$ cat src/rtl/softmax_pkg.sv
// Shared types and constants for the softmax tile scheduler and its row-stat bank.
// Latency: n/a (package only).
// Backpressure: n/a.
package softmax_pkg;

  localparam int ROWS      = 16;
  localparam int EXP_SUM_W = 16;

  typedef enum logic [2:0] {
    ST_IDLE      = 3'd0,
    ST_WAIT_TILE = 3'd1,
    ST_RUN       = 3'd2,
    ST_HOLD      = 3'd3,
    ST_DONE      = 3'd4
  } sched_state_e;

  // Most negative signed value of a d_w-bit word: the identity for a running max.
  function automatic int x_max_init(input int d_w);
    return -(2 ** (d_w - 1));
  endfunction

endpackage

$ cat src/rtl/softmax_row_stats.sv
// 16-row bank of running X_MAX / EXP_SUM statistics for one query block.
// Latency: init/load take effect on the next clock edge; init wins over load.
// Backpressure: none; the bank always accepts init or load.
// Ports: clk/rst_n; init (reset stats to identity); load with ld_x_max/ld_exp_sum;
//        x_max/exp_sum present the current bank contents.
module softmax_row_stats
  import softmax_pkg::*;
#(
  parameter int D_W = 8
) (
  input  logic                                clk,
  input  logic                                rst_n,
  input  logic                                init,
  input  logic                                load,
  input  logic [ROWS-1:0][D_W-1:0]            ld_x_max,
  input  logic [ROWS-1:0][EXP_SUM_W-1:0]      ld_exp_sum,
  output logic [ROWS-1:0][D_W-1:0]            x_max,
  output logic [ROWS-1:0][EXP_SUM_W-1:0]      exp_sum
);

  localparam logic [D_W-1:0] X_INIT = D_W'(x_max_init(D_W));

  logic [ROWS-1:0][D_W-1:0]       x_max_q, x_max_d;
  logic [ROWS-1:0][EXP_SUM_W-1:0] exp_sum_q, exp_sum_d;

  always_comb begin
    x_max_d   = x_max_q;
    exp_sum_d = exp_sum_q;
    if (init) begin
      x_max_d   = {ROWS{X_INIT}};
      exp_sum_d = '0;
    end else if (load) begin
      x_max_d   = ld_x_max;
      exp_sum_d = ld_exp_sum;
    end
  end

  always_ff @(posedge clk or negedge rst_n) begin
    if (!rst_n) begin
      x_max_q   <= {ROWS{X_INIT}};
      exp_sum_q <= '0;
    end else begin
      x_max_q   <= x_max_d;
      exp_sum_q <= exp_sum_d;
    end
  end

  assign x_max   = x_max_q;
  assign exp_sum = exp_sum_q;

endmodule

$ cat src/rtl/softmax_tile_scheduler.sv
// Sequences the 16-row online-softmax array over NTILE key tiles of one query block.
// Latency: tile accept -> O_SM_START 1 cycle; I_SM_VLD -> O_OUT_VLD 1 cycle; last I_OUT_RDY -> O_DONE 1 cycle.
// Backpressure: one tile in flight; O_TILE_RDY only in WAIT_TILE, HOLD stalls on I_OUT_RDY low.
// Ports: I_START/I_NTILE begin a block; I_TILE_VLD/O_TILE_RDY upstream handshake;
//        O_SM_START, I_SM_VLD, I_SM_*/O_SM_* array control and stat feedback;
//        O_OUT_VLD/I_OUT_RDY/O_TILE_IDX/O_LAST downstream; O_BUSY/O_DONE/O_ERR status.
module softmax_tile_scheduler
  import softmax_pkg::*;
#(
  parameter int D_W       = 8,
  parameter int MAX_NTILE = 64,
  parameter int TIMEOUT   = 1024,
  parameter int TW        = $clog2(MAX_NTILE + 1)
) (
  input  logic                            I_CLK,
  input  logic                            I_RST_N,
  input  logic                            I_START,
  input  logic [TW-1:0]                   I_NTILE,
  input  logic                            I_TILE_VLD,
  output logic                            O_TILE_RDY,
  output logic                            O_SM_START,
  input  logic                            I_SM_VLD,
  input  logic [ROWS-1:0][D_W-1:0]        I_SM_X_MAX,
  input  logic [ROWS-1:0][EXP_SUM_W-1:0]  I_SM_EXP_SUM,
  output logic [ROWS-1:0][D_W-1:0]        O_SM_X_MAX,
  output logic [ROWS-1:0][EXP_SUM_W-1:0]  O_SM_EXP_SUM,
  output logic                            O_OUT_VLD,
  input  logic                            I_OUT_RDY,
  output logic [TW-1:0]                   O_TILE_IDX,
  output logic                            O_LAST,
  output logic                            O_BUSY,
  output logic                            O_DONE,
  output logic                            O_ERR
);

  localparam int CW = $clog2(TIMEOUT + 1);

  sched_state_e  state_q, state_d;
  logic [TW-1:0] ntile_q, ntile_d;
  logic [TW-1:0] idx_q, idx_d;
  logic [CW-1:0] tmo_q, tmo_d;
  logic          err_q, err_d;
  logic          tile_rdy_q, tile_rdy_d;
  logic          sm_start_q, sm_start_d;
  logic          out_vld_q, out_vld_d;
  logic          last_q, last_d;
  logic          busy_q, busy_d;
  logic          done_q, done_d;
  logic          bank_init, bank_load;

  always_comb begin
    state_d   = state_q;
    ntile_d   = ntile_q;
    idx_d     = idx_q;
    tmo_d     = tmo_q;
    err_d     = err_q;
    bank_init = 1'b0;
    bank_load = 1'b0;

    case (state_q)
      ST_IDLE: begin
        if (I_START) begin
          err_d     = 1'b0;
          bank_init = 1'b1;
          idx_d     = '0;
          ntile_d   = (I_NTILE > TW'(MAX_NTILE)) ? TW'(MAX_NTILE) : I_NTILE;
          state_d   = (I_NTILE == '0) ? ST_DONE : ST_WAIT_TILE;
        end
      end
      ST_WAIT_TILE: begin
        if (I_TILE_VLD) begin
          tmo_d   = '0;
          state_d = ST_RUN;
        end
      end
      ST_RUN: begin
        // A result arriving on the final allowed cycle still counts as success.
        if (I_SM_VLD) begin
          bank_load = 1'b1;
          state_d   = ST_HOLD;
        end else if (tmo_q == CW'(TIMEOUT - 1)) begin
          err_d   = 1'b1;
          state_d = ST_DONE;
        end else begin
          tmo_d = tmo_q + 1'b1;
        end
      end
      ST_HOLD: begin
        if (I_OUT_RDY) begin
          idx_d   = idx_q + 1'b1;
          state_d = (idx_q + 1'b1 == ntile_q) ? ST_DONE : ST_WAIT_TILE;
        end
      end
      ST_DONE: state_d = ST_IDLE;
      default: state_d = ST_IDLE;
    endcase

    // Outputs are decoded from the next state so they are registered yet aligned with state_q.
    tile_rdy_d = (state_d == ST_WAIT_TILE);
    sm_start_d = (state_d == ST_RUN);
    out_vld_d  = (state_d == ST_HOLD);
    last_d     = (state_d == ST_HOLD) && (idx_d + 1'b1 == ntile_d);
    busy_d     = (state_d != ST_IDLE);
    done_d     = (state_d == ST_DONE);
  end

  always_ff @(posedge I_CLK or negedge I_RST_N) begin
    if (!I_RST_N) begin
      state_q    <= ST_IDLE;
      ntile_q    <= '0;
      idx_q      <= '0;
      tmo_q      <= '0;
      err_q      <= 1'b0;
      tile_rdy_q <= 1'b0;
      sm_start_q <= 1'b0;
      out_vld_q  <= 1'b0;
      last_q     <= 1'b0;
      busy_q     <= 1'b0;
      done_q     <= 1'b0;
    end else begin
      state_q    <= state_d;
      ntile_q    <= ntile_d;
      idx_q      <= idx_d;
      tmo_q      <= tmo_d;
      err_q      <= err_d;
      tile_rdy_q <= tile_rdy_d;
      sm_start_q <= sm_start_d;
      out_vld_q  <= out_vld_d;
      last_q     <= last_d;
      busy_q     <= busy_d;
      done_q     <= done_d;
    end
  end

  softmax_row_stats #(
    .D_W (D_W)
  ) u_row_stats (
    .clk        (I_CLK),
    .rst_n      (I_RST_N),
    .init       (bank_init),
    .load       (bank_load),
    .ld_x_max   (I_SM_X_MAX),
    .ld_exp_sum (I_SM_EXP_SUM),
    .x_max      (O_SM_X_MAX),
    .exp_sum    (O_SM_EXP_SUM)
  );

  assign O_TILE_RDY = tile_rdy_q;
  assign O_SM_START = sm_start_q;
  assign O_OUT_VLD  = out_vld_q;
  assign O_TILE_IDX = idx_q;
  assign O_LAST     = last_q;
  assign O_BUSY     = busy_q;
  assign O_DONE     = done_q;
  assign O_ERR      = err_q;

endmodule
$ cat config.mk
export PLATFORM = sky130hd
export DESIGN_NAME = softmax_tile_scheduler
export DESIGN_NICKNAME = d
export VERILOG_FILES = /design/src/rtl/softmax_pkg.sv /design/src/rtl/softmax_row_stats.sv /design/src/rtl/softmax_tile_scheduler.sv
export SDC_FILE = /design/constraint.sdc
export NUM_CORES = 1
export LEC_CHECK = 0
export CAP_MARGIN = 20
export CORE_AREA = 2 2 310 312
export DETAILED_ROUTE_END_ITERATION = 16
export DIE_AREA = 0 0 312 314
export PLACE_DENSITY = 0.45
export SYNTH_ARGS = -nofsm -noshare
export SYNTH_HDL_FRONTEND = slang
export SYNTH_HIERARCHICAL = 1
export SYNTH_SLANG_ARGS = --single-unit
$ cat constraint.sdc
create_clock -name I_CLK -period 6.3 [get_ports I_CLK]
set_clock_uncertainty 0.05 [all_clocks]
set_input_delay 0.945 -clock I_CLK [delete_from_list [all_inputs] [get_ports I_CLK]]
set_output_delay 0.945 -clock I_CLK [all_outputs]
set_load 0.1 [all_outputs]
==> results.md <==
* Syn nets at between 1500 and 2000
* Top_reg_cell synth: dfrtp_1
* Final WL at about 66000 um
* Post-CTS Setup Repair Bufs at 0
* WS Path Type: reg -> out
* Area delta synth->final at 60.6%
* Post-synth EDFFs at 0
* Die Width at ~310 um
* F_max at 293 MHz
* Final setup vio count at 0
* Minimum clock period at approximately 3400 ps
* Initial Util at between 10% and 20%
* Post-Synthesis Cells at 1484
* Worst path required time at 5300 ps
* Max-slew violation count at 0
* Die Y at 314 um
* # port buffers at 794
* Max Fanout on Critical Path at 7
* Finished Layout Cells at 3556
* Initial antenna violation count at 2
* CP startpoint kind: flop
* Antenna viol nets, final at 0
* CTS resizes at 0
* CTS Root Cell: clkbuf_16
* GRT Overall Usage at about an eighth
* CTS Sinks at 419
* Crit path buf inv count at 1
* Via Count at 13959
* WP data arrival at 2420 ps
* Core Rows at 113
* CTS tree: done
* Post-DP HPWL at 46800 um
* Placer congestion estimate at 0.845
* Max-Cap Viols at 0
* Iter 0 DRT Violations at 658
* Outcome: finished clean
* Max-slew headroom at between 20% and 30%
* Register area share after synthesis at 59.0%
* Worst-path cell chain: clkdlybuf4s50_1
* H-tree levels at 2
* First-pass GRT wire length at 97100 um
* Worst-Skew Late Latency at roughly 630 ps
* Register-to-register setup slack at 3050 ps
* Total die area at 98000 um^2
* Mapped cell area at roughly 18000 um^2
* First drt pass iteration count at 5
* Final hold vios at 0
* Core area at 94400 um^2
* IO Pins at 795
* Max incr delay on CP at ~1200 ps
* Critical path's slowest cell: clkdlybuf4s50_1
* Largest net degree at the start of global routing at approximately 190
* GR Overflow Total at 0
* CTS buffer count at 53
* Inst Count DP at 3456
* Cell family with most CP delay: buffers and inverters
* Yosys warns at 6
* Cts hold-fix bufs at 0
* Synth Area per Inst at between 10 and 15 um^2
* Worst-Margin Slew at 1160 ps
* Via/cell ratio at a little under 4
* RSZ-0062 raised after global routing: false
* Number of remaining DRC errors at 0
* Worst min path class: in -> async
* Reg clk slew, reported paths at 60 ps
* Period utilisation layout at 54.2%
* Layout cells sized above 1 at 5.86%
* Setup tns final at 0 ps
* Final #Nets at 2646
* # fillers at 9786
* Asr flop ratio synth at between 90% and 100%
* Post-synthesis register bit count at 419
* Max Buffers Root-to-Sink at 3
* Synth cell types at 62
* Vias in the first global route at roughly 15000
* Crit. End Element: output pin
* Routed WL per cell at between 15 and 20 um
## cells by family after synthesis
family / count (synthesis) / synth area share (%)
simple gates: 501 / 12.0
flops: 419 / 59.0
mux: 380 / 21.4
buf+inv: 112 / 4.29
compound gates: 52 / 2.29
xor+xnor: 17 / 0.836
fa+ha+maj: 3 / 0.211
## synth_stat cells (3+ instances only)
cell type	number	area share [%]
nor4_1	9	0.32
or3_1	4	0.14
buf_1	3	0.063
nor3_1	5	0.14
buf_6	3	0.19
nor2b_1	18	0.63
mux2i_1	377	21
mux2_2	3	0.19
inv_1	10	0.21
nor2_1	380	8.0
xor2_1	6	0.30
dfrtp_1	403	57
a21oi_1	10	0.28
nor3b_1	4	0.17
buf_2	14	0.39
nand2b_1	9	0.32
nand3b_1	4	0.17
and3_1	3	0.11
nand3_1	15	0.42
a211o_1	16	0.79
buf_4	25	1.1
o21ai_0	6	0.17
xnor2_1	11	0.54
nand2_1	31	0.65
ha_1	3	0.21
clkbuf_1	37	0.78
buf_8	17	1.4
dfstp_2	16	2.4
## per-stage QoR
step                worst slack [ps]  instance area, um^2  utilization (%)  hold WS (ps)
finish                          2880                28600             30.3           310
global route                    2790                28600             30.3           321
CTS                             2830                28600             30.2           304
detailed placement              2280                26800             28.4           443
global placement                2300                26800             28.4           434
floorplan                       3080                17800                -           413
## layout by cell type, fill, tap and decap left out, types with 11 or more instances in the layout
cell type	synthesis	routed
a211o_1	16	16
clkbuf_16	0	53
nor2b_1	18	18
dfstp_2	16	16
nor2_1	380	380
clkdlybuf4s50_1	0	793
xnor2_1	11	11
nand2_1	31	31
clkbuf_8	0	18
nand3_1	15	15
dfrtp_1	403	403
mux2i_1	377	377
## final timing paths
kind	start	end	depth (start not counted)
max	O_TILE_IDX[3]	O_TILE_IDX[3]	1
min	I_RST_N	u_row_stats/exp_sum[26]	1
max reg2reg	O_TILE_IDX[0]	tmo_q[0]	7
min reg2reg	tmo_q[10]	tmo_q[10]	2
max in group asynchronous	I_RST_N	u_row_stats/x_max[66]	2
min in group I_CLK	tmo_q[10]	tmo_q[10]	2
## layer usage
layer,routed length [um],global-route usage (%),vias up
li1,-,-,6533
met1,25900,14.7,6817
met2,33200,22.6,534
met3,5240,4.60,75
met4,1210,3.13,0
met5,0,0,-
## state kept, by name, indices dropped and copies added (netlist names), 3 cells and up
register	count
state_q	3
ntile_q	7
tmo_q	11
u_row_stats/exp_sum	256
O_TILE_IDX	7
u_row_stats/x_max	128
## final cells by class
type                    count  area [um^2]  area share, %
flip-flops and latches    419        10500           36.8
repair buffers            807         8110           28.4
well taps                1265         1580           5.54
inverters                  12         57.6          0.201
diodes                      4         10.0         0.0350
clock buffers              79         1600           5.61
clock inverters            17          175          0.613
multi-input cells         953         6530           22.9
Power is left out: the tool's default activity adds up to more than one toggle a clock period on the data nets, which glitch-free logic cannot reach.
